==> src/rtl/execute_stage.sv <==
// Execute stage: operand forwarding, 32-bit ALU with NZCV, condition unit owning the
// architectural flags, and the execute-to-memory pipeline register.
module execute_stage #(
   parameter int W = 32
) (
   input  logic         clk,
   input  logic         reset_n,
   input  logic         PCSrcE,
   input  logic         BranchE,
   input  logic         RegWriteE,
   input  logic         MemWriteE,
   input  logic         MemtoRegE,
   input  logic [3:0]   AluControlE,
   input  logic         AluSrcE,
   input  logic [1:0]   FlagWriteE,
   input  logic [3:0]   CondE,
   input  logic [W-1:0] ExtendImmE,
   input  logic [W-1:0] RD1E,
   input  logic [W-1:0] RD2E,
   input  logic [3:0]   WA3E,
   input  logic [1:0]   ForwardAE,
   input  logic [1:0]   ForwardBE,
   input  logic [W-1:0] ResultW,
   output logic         BranchTakenE,
   output logic [W-1:0] ALUResultE,
   output logic [3:0]   FlagsQ,
   output logic         PCSrcM,
   output logic         RegWriteM,
   output logic         MemWriteM,
   output logic         MemtoRegM,
   output logic [W-1:0] ALUResultM,
   output logic [W-1:0] WriteDataM,
   output logic [3:0]   WA3M
);

   localparam logic [3:0] OP_AND = 4'b0000;
   localparam logic [3:0] OP_EOR = 4'b0001;
   localparam logic [3:0] OP_SUB = 4'b0010;
   localparam logic [3:0] OP_RSB = 4'b0011;
   localparam logic [3:0] OP_ADD = 4'b0100;
   localparam logic [3:0] OP_CMP = 4'b1010;
   localparam logic [3:0] OP_ORR = 4'b1100;
   localparam logic [3:0] OP_MOV = 4'b1101;
   localparam logic [3:0] OP_BIC = 4'b1110;
   localparam logic [3:0] OP_MVN = 4'b1111;

   logic [W-1:0] src_a_s;
   logic [W-1:0] fwd_b_s;
   logic [W-1:0] src_b_s;
   logic [W-1:0] alu_res_s;
   logic         alu_c_s;
   logic         alu_v_s;
   logic [W:0]   add_s;
   logic [W:0]   sub_ab_s;
   logic [W:0]   sub_ba_s;
   logic         cond_ex_s;
   logic [3:0]   flags_next_s;

   logic [3:0]   flags_r;
   logic         pcsrc_m_r;
   logic         regwrite_m_r;
   logic         memwrite_m_r;
   logic         memtoreg_m_r;
   logic [W-1:0] alu_result_m_r;
   logic [W-1:0] write_data_m_r;
   logic [3:0]   wa3_m_r;

   // Condition check against flags {N,Z,C,V}; 1111 never executes.
   function automatic logic cond_pass(input logic [3:0] cond, input logic [3:0] f);
      logic n, z, c, v;
      logic pass;
      {n, z, c, v} = f;
      case (cond)
         4'b0000: pass = z;
         4'b0001: pass = ~z;
         4'b0010: pass = c;
         4'b0011: pass = ~c;
         4'b0100: pass = n;
         4'b0101: pass = ~n;
         4'b0110: pass = v;
         4'b0111: pass = ~v;
         4'b1000: pass = c & ~z;
         4'b1001: pass = ~c | z;
         4'b1010: pass = (n == v);
         4'b1011: pass = (n != v);
         4'b1100: pass = ~z & (n == v);
         4'b1101: pass = z | (n != v);
         4'b1110: pass = 1'b1;
         default: pass = 1'b0;
      endcase
      return pass;
   endfunction

   // Operand A forwarding; code 11 is reserved and reads the register value.
   always_comb begin
      case (ForwardAE)
         2'b01:   src_a_s = ResultW;
         2'b10:   src_a_s = alu_result_m_r;
         default: src_a_s = RD1E;
      endcase
   end

   // Operand B forwarding, identical to A.
   always_comb begin
      case (ForwardBE)
         2'b01:   fwd_b_s = ResultW;
         2'b10:   fwd_b_s = alu_result_m_r;
         default: fwd_b_s = RD2E;
      endcase
   end

   assign src_b_s  = AluSrcE ? ExtendImmE : fwd_b_s;

   // Subtraction as A + ~B + 1 so the top carry is directly NOT borrow.
   assign add_s    = {1'b0, src_a_s} + {1'b0, src_b_s};
   assign sub_ab_s = {1'b0, src_a_s} + {1'b0, ~src_b_s} + {{W{1'b0}}, 1'b1};
   assign sub_ba_s = {1'b0, src_b_s} + {1'b0, ~src_a_s} + {{W{1'b0}}, 1'b1};

   // ALU result plus carry/overflow; logical and unknown ops leave C,V at 0.
   always_comb begin
      alu_res_s = {W{1'b0}};
      alu_c_s   = 1'b0;
      alu_v_s   = 1'b0;
      case (AluControlE)
         OP_AND: alu_res_s = src_a_s & src_b_s;
         OP_EOR: alu_res_s = src_a_s ^ src_b_s;
         OP_SUB, OP_CMP: begin
            alu_res_s = sub_ab_s[W-1:0];
            alu_c_s   = sub_ab_s[W];
            alu_v_s   = (src_a_s[W-1] != src_b_s[W-1]) & (sub_ab_s[W-1] != src_a_s[W-1]);
         end
         OP_RSB: begin
            alu_res_s = sub_ba_s[W-1:0];
            alu_c_s   = sub_ba_s[W];
            alu_v_s   = (src_a_s[W-1] != src_b_s[W-1]) & (sub_ba_s[W-1] != src_b_s[W-1]);
         end
         OP_ADD: begin
            alu_res_s = add_s[W-1:0];
            alu_c_s   = add_s[W];
            alu_v_s   = (src_a_s[W-1] == src_b_s[W-1]) & (add_s[W-1] != src_a_s[W-1]);
         end
         OP_ORR: alu_res_s = src_a_s | src_b_s;
         OP_MOV: alu_res_s = src_b_s;
         OP_BIC: alu_res_s = src_a_s & ~src_b_s;
         OP_MVN: alu_res_s = ~src_b_s;
         default: alu_res_s = {W{1'b0}};
      endcase
   end

   assign cond_ex_s    = cond_pass(CondE, flags_r);
   assign BranchTakenE = BranchE & cond_ex_s;
   assign ALUResultE   = alu_res_s;

   // Next flags: N,Z and C,V groups update independently when the instruction executes.
   always_comb begin
      flags_next_s = flags_r;
      if (cond_ex_s && FlagWriteE[1]) begin
         flags_next_s[3:2] = {alu_res_s[W-1], (alu_res_s == {W{1'b0}})};
      end else begin
         flags_next_s[3:2] = flags_r[3:2];
      end
      if (cond_ex_s && FlagWriteE[0]) begin
         flags_next_s[1:0] = {alu_c_s, alu_v_s};
      end else begin
         flags_next_s[1:0] = flags_r[1:0];
      end
   end

   // Flags register and execute-to-memory pipeline register.
   always_ff @(posedge clk or negedge reset_n) begin
      if (!reset_n) begin
         flags_r        <= 4'b0000;
         pcsrc_m_r      <= 1'b0;
         regwrite_m_r   <= 1'b0;
         memwrite_m_r   <= 1'b0;
         memtoreg_m_r   <= 1'b0;
         alu_result_m_r <= {W{1'b0}};
         write_data_m_r <= {W{1'b0}};
         wa3_m_r        <= 4'b0000;
      end else begin
         flags_r        <= flags_next_s;
         pcsrc_m_r      <= PCSrcE & cond_ex_s;
         regwrite_m_r   <= RegWriteE & cond_ex_s;
         memwrite_m_r   <= MemWriteE & cond_ex_s;
         memtoreg_m_r   <= MemtoRegE;
         alu_result_m_r <= alu_res_s;
         write_data_m_r <= fwd_b_s;
         wa3_m_r        <= WA3E;
      end
   end

   assign FlagsQ     = flags_r;
   assign PCSrcM     = pcsrc_m_r;
   assign RegWriteM  = regwrite_m_r;
   assign MemWriteM  = memwrite_m_r;
   assign MemtoRegM  = memtoreg_m_r;
   assign ALUResultM = alu_result_m_r;
   assign WriteDataM = write_data_m_r;
   assign WA3M       = wa3_m_r;

endmodule

==> config.mk <==
export PLATFORM = sky130hd
export DESIGN_NAME = execute_stage
export DESIGN_NICKNAME = d
export VERILOG_FILES = /design/src/rtl/execute_stage.sv
export SDC_FILE = /design/constraint.sdc
export NUM_CORES = 1
export LEC_CHECK = 0
export ABC_AREA = 1
export CAP_MARGIN = 20
export CELL_PAD_IN_SITES_DETAIL_PLACEMENT = 0
export CELL_PAD_IN_SITES_GLOBAL_PLACEMENT = 1
export CORE_UTILIZATION = 36
export DETAILED_ROUTE_END_ITERATION = 8
export GPL_TIMING_DRIVEN = 0
export PLACE_DENSITY_LB_ADDON = 0.1
export SYNTH_ARGS = -nofsm -noshare
export SYNTH_HDL_FRONTEND = slang
export SYNTH_SLANG_ARGS = --single-unit
==> constraint.sdc <==
create_clock -name clk -period 4.96 [get_ports clk]
set_input_delay 0.992 -clock clk [delete_from_list [all_inputs] [get_ports clk]]
set_output_delay 0.992 -clock clk [all_outputs]
set_load 0.05 [all_outputs]
==> results.yml <==
timing:
  hold_viol: 0
  finalCritPeriodShare_pct: 102.1
  fin_skew_ns: 0.01169
  setup_slack_ns: -0.1041
  worst_pin_slew_ns: 1.142
  slew_headroom_pct: 23.88
  rsz0062_at_grt: "true"
  slew_viol_final: 0
  clock.fmax_ghz: 0.1975
  fin_crit_ns: 5.064
  setup_viol: 16
clock_tree:
  clk_pin_slew_ns: 0.06
  hold_buffers: 0
  clock_latency_ns: 0.36
  htreeDepth: 3
  cts_tree: "yes"
  numCtsBuffers: 9
  cts_root_buf: "clkbuf_16"
  clkSinkCount: 76
  clk_path_buf_depth: 2
drt:
  wl_um: 85930
  wl_per_cell_um: 23.41
  drc: 0
  ant_nets: 0
  num_vias: 20034
  drtIter0Drc: 2028
  viasPerCell: 5.457
  dr.pass1.iters: 6
synthesis:
  synth_top_area_cell: "nand2_1"
  synth-edff-count: 0
  yosys-top-cells-count: "nand2_1 (1075), inv_1 (410), nand3_1 (281)"
  synth_top_cell_area_share_pct: 27.93
  synth_area_leaders: "nand2_1 (28%), dfrtp_1 (13%), ha_1 (12%)"
  syn_area_per_cell_um2: 5.356
  ys_warn_count: 0
  synth-async-reset-ratio_pct: 100.0
  yosysMostFrequentCell: "nand2_1"
  synthCells: 2697
  synth_area_mm2: 0.01445
  syn_nets: 2994
  synth.distinct_cells: 46
  ys_ff_latch: 76
  seq_area_frac_synth_pct: 13.16
  synthFlopType: "dfrtp_1"
layout:
  layout.nets: 3439
  nFillCells: 3912
  areaGrowthSynthToFinish_pct: 60.74
  ff_latch_area_mm2: 0.001902
  drive_above_1_share_pct: 31.69
  insertedDiodeCount: 0
  fin_area_mm2: 0.02322
  final_util_pct: 58.58
  multi_input_area_mm2: 0.01342
run_status:
  status: "finished with violations"
  failed_checks: "negative setup slack"
die:
  die_x_um: 202.3
  num_rows: 73
  core_mm2: 0.03964
  dieArea_mm2: 0.04093
  pin_count: 263
  initial_core_util_pct: 36.44
  die_y_um: 202.3
power_and_ir_drop:
  power_density_mw_per_mm2: 318.5
  power.leakage_nw: 11.79
  ir_drop_mv: 0.1934
place:
  dp_hpwl_um: 67150
  gp_congestion: 1.067
  placed_cell_area_mm2: 0.01775
  io_buffers: 262
setup_path:
  worst-path-max-fanout: 6
  path_cells: "buf_8 -> inv_4 -> ha_4 -> clkinv_8 -> buf_16 -> buf_16 -> o21ai_4 -> inv_2 -> ha_4 -> buf_12 -> nand2_8 -> nor2_4 -> buf_6 -> inv_4 -> nor2_4 -> nand2_2 -> nand3b_1 -> buf_6 -> o21ai_2 -> nand2_1 -> nand2_2 -> nor2_4 -> inv_4 -> buf_8"
  start_kind: "primary input"
  endpoint_kind: "output port"
  crit_required_ns: 3.97
  cp_slowest_cell: "ha_4"
  crit_arrival_ns: 4.07
  critPathBufInv: 12
  critPathMaxStageDelay_ns: 0.30
  cp_top_family: "buffers and inverters"
  path_class: "in2out"
global_route:
  overflow: 0
  grt_max_degree: 55
  grt_pass1_vias: 18519
  antenna_found_initial: 2
  grt_pass1_wl_um: 120400
  grt_usage_pct: 40.30
hold_path:
  hold_path_class: "in2async"
flow_run:
  drv_cap: 0
-- area by class of cell --
type	count	share of cell area (%)
plain buffers	84	3.982
repair inverters	2	0.05927
inverters	440	7.517
flip-flops and latches	76	8.190
clock inverters	5	0.2694
well taps	525	2.829
multi-input cells	2094	57.80
clock buffers	10	1.029
repair buffers	435	18.33
-- report_power, final --
part           internal [mW]  switching (mW)  total [mW]
combinational           2.08            3.78        5.85
clock                  0.402           0.295       0.697
sequential             0.734           0.111       0.845
total                   3.21            4.18        7.40
-- metrics by stage --
step                setup slack, ns  instances  hold slack (ns)  power (mW)  setup TNS [ns]
finish                      -0.1041       3671           0.5329       7.395         -0.8348
global route                -0.1937       3671           0.5482       7.733          -2.638
CTS                         -0.1197       3603           0.5369       6.613         -0.9799
detailed placement           -2.403       3485           0.6097       4.990          -75.21
global placement             -2.246       3484           0.6020       4.966          -73.68
floorplan                   0.05466       2697           0.6964       3.453               0
-- routing by layer --
metal	global-route usage (%)	up-vias	part of all wire, %
met4	17.91	4	5.0
met2	62.27	1211	43
met3	6.869	215	10
li1	-	9229	-
met1	54.65	9375	42
met5	0	-	0.021
-- placed cells by master, fill, tap and decap left out, types with 7 or more instances in the layout --
cell             instances
o21ai_2                 11
o21bai_1                 8
o22ai_1                  9
clkinvlp_4               7
buf_6                   33
ha_1                   106
a21oi_2                 41
inv_1                  330
o21ai_4                 36
o21ai_1                 13
nor2_2                  44
nor3_2                   8
a21oi_1                 49
clkdlybuf4s50_1        222
nor2_4                  72
o21ai_0                 34
nand2_4                 55
buf_12                  20
nand3_1                229
dfrtp_1                 76
clkbuf_16               12
buf_4                  157
buf_8                   33
a21oi_4                 15
nand3_4                 15
inv_4                   15
nand4_1                 36
nand3_2                 44
inv_2                   85
or2_2                   17
buf_2                   26
ha_4                    32
nor2_1                 109
nand2_2                164
nand2_1                873
or2_1                   11
-- sequential cells by signal, summed over array words and instances, names as in the netlist --
name        flops
ALUResultM     32
FlagsQ          4
MemWriteM       1
MemtoRegM       1
PCSrcM          1
RegWriteM       1
WA3M            4
WriteDataM     32
-- cell families after synthesis --
family,synth area share [%]
adders and majority gates,12.54
and+or+nand+nor,49.71
AOI/OAI and AO/OA,9.458
DFF,13.16
xor gates and xnor gates,0.1213
buffers and inverters,15.00
-- worst paths after layout --
kind                       slack [ns]  cells past startpoint        endpoint      startpoint
setup / recovery                -0.10                     24  ALUResultE[11]    ForwardAE[0]
hold / removal                   0.53                      1       MemWriteM         reset_n
setup reg to reg                 1.24                     30       FlagsQ[2]   ALUResultM[0]
hold reg to reg                  0.63                      4  WriteDataM[18]  ALUResultM[18]
max in group asynchronous        3.81                      2  WriteDataM[11]         reset_n
min in group clk                 0.63                      4  WriteDataM[18]  ALUResultM[18]
-- worst register-to-register path, delay by kind of cell (launching register included) --
family	cells	cell delay [ns]
buffers and inverters	9	0.99
AND/OR/NAND/NOR	19	1.60
adder cells (fa/ha/maj)	2	0.61
flip-flops	1	0.41
-- repair_timing --
| item | CTS | global route |
|---|---|---|
| pin swaps | 107 | 169 |
| resized for setup | 869 | 399 |
| gates cloned | 9 | 4 |
| setup buffers | 95 | 66 |
| setup endpoints to repair | 51 | 31 |
(Power assumes the default switching activity.)
